<file path="config.mk">
export PLATFORM = sky130hd
export DESIGN_NAME = instr_fetch_unit
export DESIGN_NICKNAME = d
export VERILOG_FILES = /design/src/rtl/riscv_pkg.sv /design/src/rtl/instr_fetch_unit.sv
export SDC_FILE = /design/constraint.sdc
export NUM_CORES = 1
export LEC_CHECK = 0
export ABC_AREA = 0
export BUFFER_PORTS_ARGS = -buffer_cell sky130_fd_sc_hd__buf_4
export CAP_MARGIN = 20
export CORE_MARGIN = 1
export CORE_UTILIZATION = 51
export DETAILED_ROUTE_END_ITERATION = 7
export GPL_TIMING_DRIVEN = 0
export PLACE_DENSITY_LB_ADDON = 0.1
export SLEW_MARGIN = 10
export SYNTH_ARGS = -nofsm -noshare
export SYNTH_HDL_FRONTEND = slang
export SYNTH_SLANG_ARGS = --single-unit
</file>
<file path="constraint.sdc">
create_clock -name clk -period 2.35 [get_ports clk]
set_input_delay 0.47 -clock clk [delete_from_list [all_inputs] [get_ports clk]]
set_output_delay 0.47 -clock clk [all_outputs]
set_load 0.03 [all_outputs]
</file>
<file path="src/rtl/riscv_pkg.sv">
// rtl/riscv_pkg.sv - shared fetch-stage types and constants
package riscv_pkg;

    localparam int XLEN = 32;
    localparam logic [31:0] NOP_INSN = 32'h0000_0013;
    localparam logic [31:0] PC_INC = 32'd4;

    typedef enum logic [2:0] {
        FS_IDLE  = 3'd0,
        FS_REQ   = 3'd1,
        FS_WAIT  = 3'd2,
        FS_DONE  = 3'd3,
        FS_DRAIN = 3'd4
    } fetch_state_e;

endpackage

</file>
<file path="src/rtl/instr_fetch_unit.sv">
// rtl/instr_fetch_unit.sv - multicycle instruction fetch sequencer driving the PC write port
module instr_fetch_unit #(
    parameter int XLEN = riscv_pkg::XLEN,
    parameter logic [XLEN-1:0] NOP_INSN = riscv_pkg::NOP_INSN
) (
    input  logic            clk,
    input  logic            rst,
    input  logic [XLEN-1:0] PC,
    input  logic            fetch_start,
    input  logic            redirect_valid,
    input  logic [XLEN-1:0] redirect_pc,
    input  logic            flush,
    output logic            imem_req,
    output logic [XLEN-1:0] imem_addr,
    input  logic            imem_gnt,
    input  logic            imem_rvalid,
    input  logic [XLEN-1:0] imem_rdata,
    input  logic            imem_err,
    output logic [XLEN-1:0] NPC,
    output logic            PCwr,
    output logic [XLEN-1:0] IR,
    output logic            ir_valid,
    output logic            fetch_done,
    output logic            fault
);

    import riscv_pkg::*;

    fetch_state_e    state, state_d;
    logic [XLEN-1:0] addr_q, addr_d;
    logic            req_d;
    logic [XLEN-1:0] iaddr_d;
    logic [XLEN-1:0] npc_d;
    logic            pcwr_d;
    logic [XLEN-1:0] ir_d;
    logic            irv_d;
    logic            done_d;
    logic            fault_d;

    // State register; reset drops any in-flight transaction so a late response lands in IDLE
    always_ff @(posedge clk or negedge rst) begin
        if (!rst) begin
            state <= FS_IDLE;
        end else begin
            state <= state_d;
        end
    end

    // Next-state and next-output decode; every output is registered one cycle later
    always_comb begin
        state_d = state;
        addr_d  = addr_q;
        req_d   = 1'b0;
        iaddr_d = imem_addr;
        npc_d   = NPC;
        pcwr_d  = 1'b0;
        ir_d    = IR;
        irv_d   = ir_valid;
        done_d  = 1'b0;
        fault_d = 1'b0;
        case (state)
            FS_IDLE: begin
                if (redirect_valid) begin
                    // A redirect preempts a simultaneous fetch request; control re-issues the fetch
                    pcwr_d = 1'b1;
                    npc_d  = redirect_pc;
                end else if (fetch_start) begin
                    addr_d = PC;
                    irv_d  = 1'b0;
                    if (PC[1:0] != 2'b00) begin
                        fault_d = 1'b1;
                    end else begin
                        state_d = FS_REQ;
                        req_d   = 1'b1;
                        iaddr_d = PC;
                    end
                end
            end
            FS_REQ: begin
                if (imem_gnt) begin
                    // Once granted the response is owed to us, so a flush must still drain it
                    state_d = flush ? FS_DRAIN : FS_WAIT;
                end else if (flush) begin
                    state_d = FS_IDLE;
                end else begin
                    req_d = 1'b1;
                end
            end
            FS_WAIT: begin
                if (imem_rvalid) begin
                    if (flush) begin
                        state_d = FS_IDLE;
                    end else if (imem_err) begin
                        ir_d    = NOP_INSN;
                        fault_d = 1'b1;
                        state_d = FS_IDLE;
                    end else begin
                        ir_d    = imem_rdata;
                        irv_d   = 1'b1;
                        pcwr_d  = 1'b1;
                        npc_d   = addr_q + XLEN'(PC_INC);
                        done_d  = 1'b1;
                        state_d = FS_DONE;
                    end
                end else if (flush) begin
                    state_d = FS_DRAIN;
                end
            end
            FS_DONE: begin
                state_d = FS_IDLE;
            end
            FS_DRAIN: begin
                if (imem_rvalid) begin
                    state_d = FS_IDLE;
                end
            end
            default: begin
                state_d = FS_IDLE;
            end
        endcase
    end

    // Output and datapath registers
    always_ff @(posedge clk or negedge rst) begin
        if (!rst) begin
            addr_q     <= '0;
            imem_req   <= 1'b0;
            imem_addr  <= '0;
            NPC        <= '0;
            PCwr       <= 1'b0;
            IR         <= NOP_INSN;
            ir_valid   <= 1'b0;
            fetch_done <= 1'b0;
            fault      <= 1'b0;
        end else begin
            addr_q     <= addr_d;
            imem_req   <= req_d;
            imem_addr  <= iaddr_d;
            NPC        <= npc_d;
            PCwr       <= pcwr_d;
            IR         <= ir_d;
            ir_valid   <= irv_d;
            fetch_done <= done_d;
            fault      <= fault_d;
        end
    end

endmodule
</file>
* After elaboration in Yosys (flattened, before gate mapping) *
Index checks and enable logic that the tools add are counted.
Widths: inputs -> output; s select.

word-level totals
  bits in registers = 136
  bits of input ports = 104

cells by class
  $add $sub $neg = 1
  equality and inequality tests = 13
  multiplexer cells = 43
  bitwise logic cells = 3
  reductions and logical operators = 9

operators by type and width
  cell                   number
  $mux 32                5
  $pmux 32 s2            1
  $add 32x3->32 const B  1
  $mux 3                 9
  $mux 1                 21
  $ne 2x2->1 const B     8
  $pmux 3 s4             1
  $reduce_and 6->1       2
  $pmux 1 s2             4
  $ne 3x3->1 const B     2
  $reduce_and 3->1       2
  $reduce_and 5->1       1
  $mux 2                 2
  $reduce_and 4->1       1
  $reduce_bool 2->1      2
  $eq 3x1->1 const B     1
  $eq 3x2->1 const B     1
  $eq 3x3->1 const B     1
  $logic_not 3->1        1
  $not 1->1              3

* Depth between registers and ports, before layout *
  word-level depth = 5
  gate-level depth with buffers = 8

* Least setup slack after synthesis *
OpenSTA, ideal clock, no wires.

  path type = register to register
  start point = register state[2]
  end point = register imem_addr[10]
  arrival time = 1.586 ns
  required time = 2.225 ns
  slack = 0.639 ns
  stages on the path, launching flop included = 7
  clock period less this slack = 1.711 ns
  cell sequence = dfrtp_1 -> nor3_2 -> nand3b_2 -> nand2b_1 -> buf_2 -> buf_6 -> mux2_4

between the ends
  longest elaborated chain between the ends = 2

RTL lines
  what                        line                     text
  start, declared             instr_fetch_unit.sv:29   fetch_state_e state, state_d;
  start signal, assigned      instr_fetch_unit.sv:45   state <= state_d;
  $logic_not 3->1             instr_fetch_unit.sv:61   case (state)
  $reduce_and 4->1 (no line)  --
  end signal, assigned        instr_fetch_unit.sv:138  imem_addr <= iaddr_d;
  end, declared               instr_fetch_unit.sv:14   output logic [XLEN-1:0] imem_addr,

No other way between the ends.
A chain may end at the register's enable or synchronous reset.

* Final worst setup path *
  start point = register state[2]
  end point = register imem_addr[29]

The elaborated chain is that of the path after synthesis.

==> results.cfg <==
[status]
outcome = finished with violations
violations = DRC

[yosys]
syn_area_um2 = 6190
synthFlopType = dfrtp_1
syn_nets = 668
synth_top_cell_by_area = dfrtp_1
seq_area_frac_synth_pct = 55.04
synth_edf_count = 0
netlist_instances = 563
ys_types = 49
yosys_warnings = 0
async_reset_ff_share_pct = 100.0
synth_most_common_cell = dfrtp_1
synth_area_leaders = dfrtp_1 (54%), nand2_1 (7.1%), mux2_2 (6.5%)
ys_ff_latch = 136
syn_avg_cell_area_um2 = 10.99
ys_top_cells_by_count = dfrtp_1 (133), nand2_1 (117), o21ai_0 (47)
synth.top_cell.area_share_pct = 53.77

[worst_setup_path]
required_ns = 2.65
cp_num_buf_inv = 2
cp-start-kind = flip-flop
critical_path.top_delay_family = simple AND/OR/NAND/NOR gates
worstPathMaxFanout = 10
cp_data_arrival_time_ns = 2.30
cp-end-kind = flip-flop
critical_path.cell_chain = nor3_2 -> nand3b_2 -> nand2b_1 -> buf_2 -> buf_6 -> mux2_4
critical_path_class = reg2reg
critPathMaxStageDelay_ns = 0.47
slowest_stage = dfrtp_1

[sta]
drv_slew = 0
rsz0062_at_grt = false
setup-tns-final_ns = 0
worst_pin_slew_ns = 0.5980
max_freq_mhz = 498.9
clock-skew-final_ns = 0.006770
final.period_utilization_pct = 85.30
hold_viol = 0
slew_headroom_pct = 60.13
finalSetupViolations = 0
setup_ws_ns = 0.3455
min_period_ns = 2.004

[global_route]
grt_usage_pct = 26.65
antenna_found_initial = 0
grt_max_degree = 74
gr-total-overflow = 0
grt_pass1_wl_mm = 25.64
grt_pass1_vias = 5126

[clock_network]
clockRootBuffer = clkbuf_16
postCtsSetupBuffers = 0
cts_max_path_buffers = 2
cts_made_buffers = 17
htreeDepth = 4
postCtsHoldBufs = 0
cts_tree = built
worstSkewPairLatency_ns = 0.42
path_clk_slew_ns = 0.06
cts_resized = 0
cts_sinks = 136

[hold_path]
hold_class = in2async

[power_and_ir_drop]
p_int_mw = 7.025
comb_power_share_pct = 43.3
finalPower_mw = 11.73
p_sw_share_pct = 40.12
ir_worst_vdd_mv = 0.8713
power_frac_clock_pct = 20.4
p_seq_share_pct = 36.3
power_density_nw_per_um2 = 1387
leakage_nw = 4.182
p_sw_mw = 4.706

[drt]
via_count = 5085
antenna_left = 0
route.detailed.drc = 10
drt_pre_antenna_iters = 7
vias_per_cell = 5.392
drtIter0Drc = 309
drt-wirelength-per-cell_um = 16.80
drt-total-wl_mm = 15.84

[floorplan]
io_pins = 205
die_area_um2 = 12580
start_util_pct = 53.30
rows = 39
die_h_um = 112.2
die_x_um = 112.2
core_um2 = 11610

[job]
drv_cap = 0

[layout]
syn_to_final_growth_pct = 36.65
fin_nets = 892
filler_cell_count = 848
n_antenna_cell = 0
final_layout_size_suffix_gt1_share_pct = 39.63

[placement]
place.gp.congestion = 0.8642
io_buffers = 204
post-dp-hpwl_mm = 11.71
dp_slack_ns = 0.3627
## power groups by stage
stage	logic, mW	clock network [mW]	registers (mW)
2_1_floorplan	1.73	0	5.61
6_report	5.08	2.39	4.26
3_3_place_gp	4.98	0	4.21
4_1_cts	5.12	2.42	4.25
5_1_grt	5.40	2.53	4.40
3_5_place_dp	5.09	0	4.26
## worst reg2reg max path: stages, from the launching register on
cell and delay [ns]:
dfrtp_1 0.47, nor3_2 0.32, nand3b_2 0.23, nand2b_1 0.20, buf_2 0.18, buf_6 0.18, mux2_4 0.31
## final timing paths
check	startpoint	end	slack (ns)	depth (start not counted)
setup / recovery	state[2]$_DFFE_PN0P_	imem_addr[29]$_DFFE_PN0P_	0.35	6
hold / removal	rst	imem_addr[8]$_DFFE_PN0P_	0.01	1
setup reg to reg	state[2]$_DFFE_PN0P_	imem_addr[29]$_DFFE_PN0P_	0.35	6
hold reg to reg	IR[4]$_DFFE_PN1P_	IR[4]$_DFFE_PN1P_	0.48	2
max in group asynchronous	rst	NPC[19]$_DFFE_PN0P_	1.57	2
min in group clk	flush	state[1]$_DFFE_PN0P_	0.25	2
## stage by stage
step,util [%],std cells,hold WS [ns],area [µm²]
3_3_place_gp,68.02,910,0.4634,7900
5_1_grt,72.83,943,0.05778,8458
4_1_cts,72.83,943,0.04511,8458
2_1_floorplan,-,563,0.1744,6190
6_report,72.83,943,0.01400,8458
3_5_place_dp,68.29,911,0.4690,7931
## layout by cell type, fill, tap and decap left out, drive strengths merged, types with 4 or more instances in the layout
cell type and count:
buf 215, dfrtp 133, nand2 117, mux2 63
o21ai 50, clkbuf 50, nor2 29, xor2 17
a21oi 13, o221ai 13, nand4 12, nand3 11
xnor2 8, nor3 8, inv 7, and3 7
and2 5, o31ai 5, clkinv 4
## sequential cells by signal, indices dropped and copies added, names as in the netlist
register    count
IR             32
fetch_done      1
imem_addr      32
state           3
ir_valid        1
PCwr            1
NPC            32
imem_req        1
fault           1
addr_q         32
## cell families after synthesis
kind of cell / Yosys count / synth area share, %
DFF: 136 / 55.04
muxes: 66 / 13.58
buffers and inverters: 39 / 2.972
AOI/OAI and AO/OA: 90 / 8.814
and+or+nand+nor: 206 / 15.85
xor gates and xnor gates: 25 / 3.537
adders and majority gates: 1 / 0.2021
## layer usage
| layer | global-route usage [%] | part of all wire [%] | vias to the layer above |
|---|---|---|---|
| met5 | 0 | 0 | - |
| met4 | 8.978 | 1.4 | 0 |
| met3 | 8.747 | 8.4 | 21 |
| met2 | 43.27 | 48 | 204 |
| met1 | 33.78 | 42 | 2464 |
| li1 | - | - | 2396 |
## layout make-up
class / count / area (µm²) / area share [%]
sequential: 136 / 3407 / 40.28
multi-input combinational: 388 / 2599 / 30.72
timing repair buffer: 205 / 1563 / 18.48
clock buffer: 28 / 506.7 / 5.991
tap: 143 / 178.9 / 2.115
buffer: 32 / 157.7 / 1.864
inverter: 7 / 26.28 / 0.3107
clock inverter: 4 / 20.02 / 0.2367
No activity file was read; power rests on OpenSTA's default activity.
